### src/rtl/rgb_frame_stats.sv
// Per-frame ROI statistics on the demosaiced RGB/Y pixel stream: sums, Y min/max and
// pixel count per frame, turned into 8-bit means by a sequential restoring divider.
module rgb_frame_stats #(
  parameter int SUM_W   = 28,
  parameter int CNT_W   = 20,
  parameter int COORD_W = 11
) (
  input  logic               VGA_CLK,
  input  logic               RST,
  input  logic               iVS,
  input  logic               iDVAL,
  input  logic [7:0]         iRed,
  input  logic [7:0]         iGreen,
  input  logic [7:0]         iBlue,
  input  logic [7:0]         iBW,
  input  logic [COORD_W-1:0] iROI_X0,
  input  logic [COORD_W-1:0] iROI_X1,
  input  logic [COORD_W-1:0] iROI_Y0,
  input  logic [COORD_W-1:0] iROI_Y1,
  output logic [7:0]         oMEAN_R,
  output logic [7:0]         oMEAN_G,
  output logic [7:0]         oMEAN_B,
  output logic [7:0]         oMEAN_Y,
  output logic [7:0]         oMIN_Y,
  output logic [7:0]         oMAX_Y,
  output logic [CNT_W-1:0]   oPIX_CNT,
  output logic               oSTAT_VALID,
  output logic               oBUSY
);

  localparam int BIT_W = $clog2(SUM_W);

  typedef enum logic [1:0] {S_IDLE, S_ACC, S_DIV, S_DONE} state_t;

  state_t             state, stateNext;
  logic               vsD, dvalD, seenLow;
  logic [COORD_W-1:0] xPos, yPos;
  logic [COORD_W-1:0] roiX0, roiX1, roiY0, roiY1;
  logic [SUM_W-1:0]   sumAcc [4];
  logic [CNT_W-1:0]   pixCnt;
  logic [7:0]         minY, maxY;
  logic [7:0]         meanReg [4];

  logic               divPrep;
  logic [SUM_W-1:0]   divDividend, divRem, divQuot;
  logic [BIT_W-1:0]   divBit;
  logic [1:0]         divChan;

  logic               frameStart, frameEnd, inRoi, divLast;
  logic [7:0]         pix [4];
  logic [SUM_W:0]     sumAdd [4];
  logic [SUM_W-1:0]   sumSat [4];
  logic [SUM_W:0]     remShift, remSub, divisor;
  logic               remFits;
  logic [SUM_W-1:0]   remNext, quotNext;
  logic [7:0]         quotSat;

  // A start edge only counts once iVS has been seen low, so a frame already in
  // progress when reset releases is never accumulated.
  assign frameStart = iVS & ~vsD & seenLow;
  assign frameEnd   = ~iVS & vsD;
  assign divLast    = (divBit == BIT_W'(SUM_W - 1));

  always_comb begin
    pix[0] = iRed;
    pix[1] = iGreen;
    pix[2] = iBlue;
    pix[3] = iBW;
    for (int i = 0; i < 4; i++) begin
      sumAdd[i] = {1'b0, sumAcc[i]} + (SUM_W + 1)'(pix[i]);
      sumSat[i] = sumAdd[i][SUM_W] ? '1 : sumAdd[i][SUM_W-1:0];
    end
    inRoi = (xPos >= roiX0) && (xPos <= roiX1) && (yPos >= roiY0) && (yPos <= roiY1);
  end

  // Restoring step: the borrow of the trial subtraction decides the quotient bit.
  always_comb begin
    divisor  = (SUM_W + 1)'(pixCnt);
    remShift = {divRem, divDividend[SUM_W-1]};
    remSub   = remShift - divisor;
    remFits  = ~remSub[SUM_W];
    remNext  = remFits ? remSub[SUM_W-1:0] : remShift[SUM_W-1:0];
    quotNext = {divQuot[SUM_W-2:0], remFits};
    quotSat  = (|quotNext[SUM_W-1:8]) ? 8'hFF : quotNext[7:0];
  end

  always_ff @(posedge VGA_CLK) begin
    if (RST) state <= S_IDLE;
    else     state <= stateNext;
  end

  // NOTE: every combinational output gets a default first, so no path leaves it unassigned and no latch is inferred.
  always_comb begin
    stateNext = state;
    oBUSY     = 1'b0;
    case (state)
      S_IDLE: if (frameStart) stateNext = S_ACC;
      S_ACC:  if (frameEnd) stateNext = S_DIV;
      S_DIV: begin
        oBUSY = 1'b1;
        if (!divPrep && divLast && (divChan == 2'd3)) stateNext = S_DONE;
      end
      S_DONE:  stateNext = S_IDLE;
      default: stateNext = S_IDLE;
    endcase
  end

  // NOTE: state is updated with non-blocking assignments so every flop samples pre-edge values.
  always_ff @(posedge VGA_CLK) begin
    if (RST) begin
      vsD         <= 1'b0;
      dvalD       <= 1'b0;
      seenLow     <= 1'b0;
      xPos        <= '0;
      yPos        <= '0;
      roiX0       <= '0;
      roiX1       <= '0;
      roiY0       <= '0;
      roiY1       <= '0;
      pixCnt      <= '0;
      minY        <= '0;
      maxY        <= '0;
      divPrep     <= 1'b0;
      divDividend <= '0;
      divRem      <= '0;
      divQuot     <= '0;
      divBit      <= '0;
      divChan     <= '0;
      oMEAN_R     <= '0;
      oMEAN_G     <= '0;
      oMEAN_B     <= '0;
      oMEAN_Y     <= '0;
      oMIN_Y      <= '0;
      oMAX_Y      <= '0;
      oPIX_CNT    <= '0;
      oSTAT_VALID <= 1'b0;
      // NOTE: these small arrays are plain flops, not RAM, so they are reset like any other state.
      for (int i = 0; i < 4; i++) begin
        sumAcc[i]  <= '0;
        meanReg[i] <= '0;
      end
    end else begin
      vsD         <= iVS;
      dvalD       <= iDVAL;
      oSTAT_VALID <= 1'b0;
      if (!iVS) seenLow <= 1'b1;

      case (state)
        S_IDLE: if (frameStart) begin
          for (int i = 0; i < 4; i++) sumAcc[i] <= '0;
          pixCnt <= '0;
          minY   <= 8'hFF;
          maxY   <= 8'h00;
          xPos   <= '0;
          yPos   <= '0;
          roiX0  <= iROI_X0;
          roiX1  <= iROI_X1;
          roiY0  <= iROI_Y0;
          roiY1  <= iROI_Y1;
        end

        S_ACC: begin
          if (frameEnd) begin
            divPrep <= 1'b1;
          end else if (iDVAL) begin
            if (inRoi) begin
              for (int i = 0; i < 4; i++) sumAcc[i] <= sumSat[i];
              if (!(&pixCnt)) pixCnt <= pixCnt + CNT_W'(1);
              if (iBW < minY) minY <= iBW;
              if (iBW > maxY) maxY <= iBW;
            end
            if (!(&xPos)) xPos <= xPos + COORD_W'(1);
          end else if (dvalD) begin
            xPos <= '0;
            if (!(&yPos)) yPos <= yPos + COORD_W'(1);
          end
        end

        S_DIV: begin
          if (divPrep) begin
            divPrep     <= 1'b0;
            divDividend <= sumAcc[0];
            divRem      <= '0;
            divQuot     <= '0;
            divBit      <= '0;
            divChan     <= 2'd0;
          end else if (divLast) begin
            meanReg[divChan] <= quotSat;
            if (divChan != 2'd3) begin
              divChan     <= divChan + 2'd1;
              divDividend <= sumAcc[divChan + 2'd1];
              divRem      <= '0;
              divQuot     <= '0;
              divBit      <= '0;
            end
          end else begin
            divDividend <= divDividend << 1;
            divRem      <= remNext;
            divQuot     <= quotNext;
            divBit      <= divBit + BIT_W'(1);
          end
        end

        S_DONE: begin
          oSTAT_VALID <= 1'b1;
          oPIX_CNT    <= pixCnt;
          if (pixCnt == '0) begin
            oMEAN_R <= '0;
            oMEAN_G <= '0;
            oMEAN_B <= '0;
            oMEAN_Y <= '0;
            oMIN_Y  <= '0;
            oMAX_Y  <= '0;
          end else begin
            oMEAN_R <= meanReg[0];
            oMEAN_G <= meanReg[1];
            oMEAN_B <= meanReg[2];
            oMEAN_Y <= meanReg[3];
            oMIN_Y  <= minY;
            oMAX_Y  <= maxY;
          end
        end

        default: ;
      endcase
    end
  end

endmodule

### config.mk
export PLATFORM = sky130hd
export DESIGN_NAME = rgb_frame_stats
export DESIGN_NICKNAME = d
export VERILOG_FILES = /design/src/rtl/rgb_frame_stats.sv
export SDC_FILE = /design/constraint.sdc
export NUM_CORES = 1
export LEC_CHECK = 0
export ABC_CLOCK_PERIOD_IN_PS = 5150
export CORE_ASPECT_RATIO = 1.5
export CORE_MARGIN = 5
export CORE_UTILIZATION = 44
export DETAILED_ROUTE_END_ITERATION = 8
export DONT_BUFFER_PORTS = 1
export GPL_TIMING_DRIVEN = 0
export PLACE_DENSITY = 0.6
export SLEW_MARGIN = 30
export SYNTH_ARGS = -nofsm -noshare
export SYNTH_HDL_FRONTEND = slang
export SYNTH_SLANG_ARGS = --single-unit
### constraint.sdc
create_clock -name VGA_CLK -period 5.15 [get_ports VGA_CLK]
set_input_delay 0.2575 -clock VGA_CLK [delete_from_list [all_inputs] [get_ports VGA_CLK]]
set_output_delay 0.2575 -clock VGA_CLK [all_outputs]
set_load 0.02 [all_outputs]
==> results.json, run 1 <==
{
  "cts.sinks": 411,
  "crit_chain": "inv_1 -> ha_1 -> nand4_1 -> nor3_1 -> o21ai_0 -> o211ai_1 -> a22oi_1 -> nand4b_1 -> clkbuf_1 -> clkbuf_1 -> buf_1 -> nand2_2",
  "regToRegEndpoint": "sumAcc[1][11]",
  "max_cap_viol_count": 0,
  "cts_tree": "yes",
  "core_area_mm2": 0.04942,
  "synth_enable_flop_cells": 116,
  "clock_latency_ns": 0.56,
  "end_kind": "register",
  "path_class": "reg2reg",
  "crit_required_ns": 5.28,
  "tns_ns": 0,
  "vias": 18638,
  "cts_resized": 0,
  "nFillCells": 4713,
  "finalCritPeriodShare": 0.9086,
  "via_per_inst": 5.688,
  "dpl.hpwl_mm": 52.68,
  "crit_path_frequent_cell": "clkbuf_1",
  "startpoint_type": "register",
  "first_pass_iters": 5,
  "port_buffers": 0,
  "grt_start_max_net_pins": 34,
  "ant_nets": 0,
  "die_h_um": 282.7,
  "slowest_stage": "buf_1",
  "cp.arrival_ns": 4.81,
  "finalMaxSlewViolations": 0,
  "drcViolationCount": 0,
  "finalHoldViolations": 0,
  "area_growth_pct": 12.84,
  "drt_wl_total_mm": 68.68,
  "gp_congestion": 0.9322,
  "timing.fmax_mhz": 213.7,
  "ys.flop_type": "dfxtp_1",
  "skew_ns": 0.02015,
  "grt_pass1_vias": 18313,
  "start_util": 0.4415,
  "cts.htree.levels": 2,
  "cts_buffer_depth": 3,
  "cp_max_fo": 28,
  "dieArea_mm2": 0.05424,
  "p_leak_nw": 9.001,
  "seq_area_frac_synth": 0.4303,
  "timing.rr.start": "roiY1[10]",
  "reg2regPathDepth": 12,
  "post_drt_wl_per_cell_um": 20.96,
  "irDropWorstVdd_uv": 257.7,
  "regToRegSetupSlack_ns": 0.47,
  "slowest_delay_ns": 0.65,
  "cts_setup_buffers": 0,
  "status": "complete, no violations",
  "path_clk_slew_ns": 0.06,
  "drt_iter0_drc": 1113,
  "synth.distinct_cells": 76,
  "postLayoutSetupSlackWorst_ns": 0.4709,
  "cts-root-buf": "clkbuf_16",
  "hold_class": "in2reg",
  "synth_async_sr_flop_share": 0,
  "whs_endpoint": "xPos[10]",
  "grt_pass1_wl_mm": 104.3,
  "die_w_um": 191.8,
  "hp-start": "RST",
  "fin_nets": 2788,
  "grtUsageTotal": 0.2466,
  "pre_cts_slack_ns": 0.4886,
  "worstMarginPinSlew_ns": 1.015,
  "rsz0062_at_grt": "false",
  "grt_overflow": 0,
  "hold_buffers": 56,
  "layout-drive-gt1-share": 0.04707,
  "synth_warnings": 0,
  "syn_area_mm2": 0.02182,
  "rows": 100,
  "antenna_found_initial": 0,
  "whs_path_depth": 3,
  "synth_seq_cells": 411,
  "relSlewSlack": 0.3233,
  "cts_buffers": 41,
  "syn-instance-count": 2479,
  "power.density_mw_per_mm2": 368.8,
  "avgSynthCellArea_um2": 8.802,
  "finalSetupViolations": 0,
  "period_minus_slack_ns": 4.679,
  "num_io_pins": 150,
  "synth_fp_nets": 2686
}
metrics by stage:
stage / instances / power [mW] / cell area (um^2) / hold WS (ns) / utilization
6_report: 3277 / 9.080 / 24620 / 0.03797 / 0.4982
5_1_grt: 3276 / 9.496 / 24620 / 0.03260 / 0.4982
4_1_cts: 3276 / 9.134 / 24620 / 0.01226 / 0.4982
3_5_place_dp: 3145 / 6.063 / 22720 / 0.3529 / 0.4597
3_3_place_gp: 3142 / 6.023 / 22650 / 0.3473 / 0.4583
2_1_floorplan: 2479 / 5.352 / 21820 / 0.3407 / -
critical path, delay by kind of cell (launching register included):
kind,cells,cell delay (ns)
buffers and inverters,4,1.71
and+or+nand+nor,4,1.40
AOI/OAI and AO/OA,3,0.48
DFF,1,0.33
adders and majority gates,1,0.31
cell type report:
| class | instances | area [um^2] | share of cell area |
|---|---|---|---|
| Multi-Input combinational cell | 1808 | 11480 | 0.4664 |
| Sequential cell | 411 | 9389 | 0.3813 |
| Clock buffer | 60 | 1187 | 0.04822 |
| Tap cell | 663 | 829.5 | 0.03369 |
| Timing Repair Buffer | 59 | 593.1 | 0.02409 |
| Inverter | 137 | 514.2 | 0.02089 |
| Buffer | 123 | 469.2 | 0.01906 |
| Clock inverter | 15 | 152.6 | 0.006199 |
| Antenna cell | 1 | 2.502 | 0.0001016 |
worst max-delay path by stage:
stage	startpoint	endpoint	slack, ns	depth (start not counted)
floorplan	xPos[8]	sumAcc[0][0]	1.19	11
global placement	roiY1[10]	sumAcc[0][3]	-0.86	12
detailed placement	roiY1[10]	sumAcc[1][0]	0.49	12
CTS	roiY1[10]	sumAcc[1][20]	0.46	12
global route	roiY1[10]	sumAcc[1][19]	0.11	12
finish	roiY1[10]	sumAcc[1][11]	0.47	12
power by group:
group	leakage [nW]	internal (mW)	switching, mW	total, mW
clock network	0.660	1.71	1.32	3.03
logic	4.76	0.873	1.48	2.35
registers	3.58	3.50	0.199	3.70
total	9.00	6.09	2.99	9.08
Yosys cell counts (all sizes together) (12+ instances only):
cell type / count / area share
xnor2: 63 / 0.026
and3: 24 / 0.0069
mux2i: 53 / 0.024
nor4: 17 / 0.0049
mux4: 28 / 0.029
nor2: 326 / 0.056
inv: 137 / 0.024
xor2: 43 / 0.017
ha: 122 / 0.070
nand3: 63 / 0.014
a211oi: 19 / 0.0065
nand2: 265 / 0.046
o21ai: 91 / 0.021
a31oi: 18 / 0.0052
nand2b: 12 / 0.0034
nand4: 35 / 0.010
nor2b: 70 / 0.020
a21oi: 263 / 0.060
dfxtp: 295 / 0.27
buf: 20 / 0.0038
a22oi: 48 / 0.017
a21o: 17 / 0.0058
a221oi: 15 / 0.0060
clkbuf: 103 / 0.018
or3: 13 / 0.0037
o21a: 17 / 0.0058
edfxtp: 116 / 0.16
nor3: 58 / 0.013
flip-flops by register name (all words and copies together) (netlist names), 20 cells and up:
register and cells:
pixCnt 20, divQuot 27, divDividend 28, oPIX_CNT 20, sumAcc 112, meanReg 32
divRem 28
cell families (layout without fill, tap and decap cells):
kind of cell,after synthesis,count (layout),synth area share
flip-flops,411,411,0.4303
adder cells (fa/ha/maj),127,127,0.07454
XOR/XNOR,106,106,0.04289
AND/OR/NAND/NOR,932,932,0.1956
multiplexers,82,82,0.05390
buffers and inverters,260,394,0.04507
other,0,1,0
AO/OA/AOI/OAI,561,561,0.1577
cells in the final DEF (no fill, tap or decap), types with 6 or more instances in the layout:
master         instances
a211oi_1              19
a21o_1                17
a21oi_1              263
a221oi_1              15
a22oi_1               48
a311oi_1               7
a31oi_1               18
a32oi_1               10
and2_1                 8
and3_1                24
and4_1                10
buf_1                 16
clkbuf_1             113
clkbuf_16             41
clkbuf_8               9
clkinv_2               6
dfxtp_1              295
dlygate4sd3_1         56
edfxtp_1             116
ha_1                 122
inv_1                137
mux2i_1               53
mux4_2                28
nand2_1              263
nand2b_1              12
nand3_1               63
nand4_1               35
nor2_1               326
nor2b_1               70
nor3_1                58
nor4_1                17
o211a_1                6
o21a_1                17
o21ai_0               88
or2_2                  7
or3_1                 13
or4_1                  8
xnor2_1               62
xor2_1                43
per-layer routing:
layer | GRT usage | vias up | wire length [um]
met4 | 0.1393 | 0 | 4576
met5 | 0 | - | 0
met3 | 0.03458 | 191 | 3301
met2 | 0.4559 | 550 | 35650
met1 | 0.2680 | 8913 | 25150
li1 | - | 8984 | -
No activity file was read; power rests on OpenSTA's default activity.
==> inputs of run 2 (changes only) <==
- CAP_MARGIN: not set -> 20
- CELL_PAD_IN_SITES_DETAIL_PLACEMENT: not set -> 1
- CELL_PAD_IN_SITES_GLOBAL_PLACEMENT: not set -> 2
- CORE_UTILIZATION: 44 -> 40
- PLACE_DENSITY: 0.6 -> 0.81
- REMOVE_ABC_BUFFERS: not set -> 1
==> run 2 against run 1 <==
Effect of this change: hold slack lost 0.021 ns; combinational power is essentially flat; cell area grew 1.2%; sequential share of layout area shrank 0.42 points; largest power group unchanged.
==> results.json, run 2 (synthesized netlist as in run 1, its figures left out) <==
{
  "endpoint": "sumAcc[1][19]",
  "timing.fmax_mhz": 233.6,
  "first_pass_iters": 7,
  "slowest_stage": "nand2_1",
  "slowest_delay_ns": 0.73,
  "skew_ns": 0.03455,
  "reg2regPathDepth": 12,
  "fin_nets": 2690,
  "hold_buffers": 55,
  "drt_iter0_drc": 792,
  "drt_wl_total_mm": 65.35,
  "num_io_pins": 150,
  "startpoint_type": "register",
  "hold_ws_ns": 0.01704,
  "finalCritPeriodShare": 0.8313,
  "cts_buffer_depth": 3,
  "finalMaxSlewViolations": 0,
  "post_drt_wl_per_cell_um": 20.32,
  "path_class": "reg2reg",
  "crit_required_ns": 5.52,
  "cts.sinks": 411,
  "gp_congestion": 0.8188,
  "grt_pass1_wl_mm": 104.0,
  "timing.rr.start": "sumAcc[1][0]",
  "finalSetupViolations": 0,
  "grtUsageTotal": 0.2134,
  "design_area_mm2": 0.02491,
  "top_register": "sumAcc",
  "relSlewSlack": 0.2889,
  "die_h_um": 296.1,
  "cp_max_fo": 23,
  "regToRegEndpoint": "sumAcc[1][19]",
  "irDropWorstVdd_uv": 228.1,
  "regToRegSetupSlack_ns": 0.87,
  "clock_latency_ns": 0.57,
  "power_mw": 9.448,
  "die_w_um": 200.7,
  "end_kind": "register",
  "cts.htree.levels": 2,
  "area_growth_pct": 14.16,
  "final_common_cell": "nor2_1",
  "max_cap_viol_count": 0,
  "layout-drive-gt1-share": 0.06511,
  "core_area_mm2": 0.05439,
  "grt_start_max_net_pins": 198,
  "finalHoldViolations": 0,
  "worst-path-buf-inv": 1,
  "ant_nets": 0,
  "period_minus_slack_ns": 4.281,
  "path_clk_slew_ns": 0.06,
  "critPathLaunch": "sumAcc[1][0]",
  "dp.cells": 3077,
  "cts_tree": "yes",
  "dpl.hpwl_mm": 47.88,
  "grt_pass1_vias": 19531,
  "rows": 105,
  "rsz0062_at_grt": "false",
  "start_util": 0.4012,
  "nFillCells": 6282,
  "largest_register_ffs": 112,
  "grt_overflow": 0,
  "p_leak_nw": 9.141,
  "cts_buffers": 44,
  "antenna_found_initial": 2,
  "status": "complete, no violations",
  "mostFrequentLayoutCells": "nor2_1, dfxtp_1, a21oi_1, nand2_1, inv_1",
  "crit_chain": "ha_1 -> inv_1 -> fa_1 -> nor2b_1 -> o21ai_0 -> a21boi_0 -> o21ai_0 -> o2bb2ai_1 -> nor3_1 -> nand2_1 -> and4_1 -> nor3_1",
  "vias": 18169,
  "power.density_mw_per_mm2": 379.3,
  "dpl_cell_area_mm2": 0.02280,
  "cp_top_family": "simple AND/OR/NAND/NOR gates",
  "dieArea_mm2": 0.05942,
  "via_per_inst": 5.650,
  "cts_setup_buffers": 0,
  "worstMarginPinSlew_ns": 1.067,
  "cp.arrival_ns": 4.65,
  "cts-root-buf": "clkbuf_16",
  "hold_class": "in2reg",
  "drcViolationCount": 0,
  "cp.depth": 12,
  "fin_cells": 3216,
  "top_regs": "sumAcc (112), meanReg (32)",
  "port_buffers": 0,
  "cts_resized": 0
}
run 2: changes by cell type in the layout (fill, tap and decap cells not counted), sizes merged, moves of 2 or more:
cell,delta
dlygate4sd3,-2
buf,+4
bufinv,+4
clkinv,-3
clkbuf,-96
inv,-2
run 2: per-stage QoR:
step                        util  setup slack, ns  TNS, ns
after floorplan                -           -1.461  -105.58
after global placement    0.4086           -5.550  -784.66
after detailed placement  0.4192           0.9297        0
after CTS                 0.4579           0.8100        0
after global routing      0.4580           0.5425        0
final                     0.4580           0.8688        0
run 2: worst min-delay path: stages:
cell and delay (ns):
nor2_1 0.10, nand2_1 0.09, mux2i_1 0.06
run 2: metal layers:
layer | routed length (um) | share of wire | GRT usage
met1 | 25530 | 0.39 | 0.2285
met2 | 35850 | 0.55 | 0.4298
met3 | 1994 | 0.031 | 0.02932
met4 | 1972 | 0.030 | 0.06703
met5 | 0 | 0 | 0
run 2: where the power goes:
part           switching [mW]  total (mW)  internal, mW
sequential              0.176        3.68          3.50
clock                    1.36        3.39          2.04
combinational            1.44        2.37         0.934
run 2: final cells by class:
type / count / area, um^2 / area share
Antenna cell: 2 / 5.005 / 0.0002009
Clock buffer: 67 / 1290 / 0.05179
Clock inverter: 15 / 245.2 / 0.009845
Inverter: 137 / 514.2 / 0.02064
Multi-Input combinational cell: 1808 / 11590 / 0.4652
Sequential cell: 411 / 9394 / 0.3771
Tap cell: 695 / 869.6 / 0.03491
Timing Repair Buffer: 81 / 1005 / 0.04033
run 2: worst min path at each step:
| stage | from | endpoint | slack, ns | cells past startpoint |
|---|---|---|---|---|
| detailed placement | RST | roiY1[9] | 0.36 | 1 |
| floorplan | RST | vsD | 0.32 | 1 |
| finish | RST | pixCnt[6] | 0.02 | 3 |
| global route | RST | sumAcc[2][20] | 0.01 | 2 |
| global placement | RST | roiY1[5] | 0.35 | 1 |
| CTS | iDVAL | yPos[1] | 0.003 | 3 |
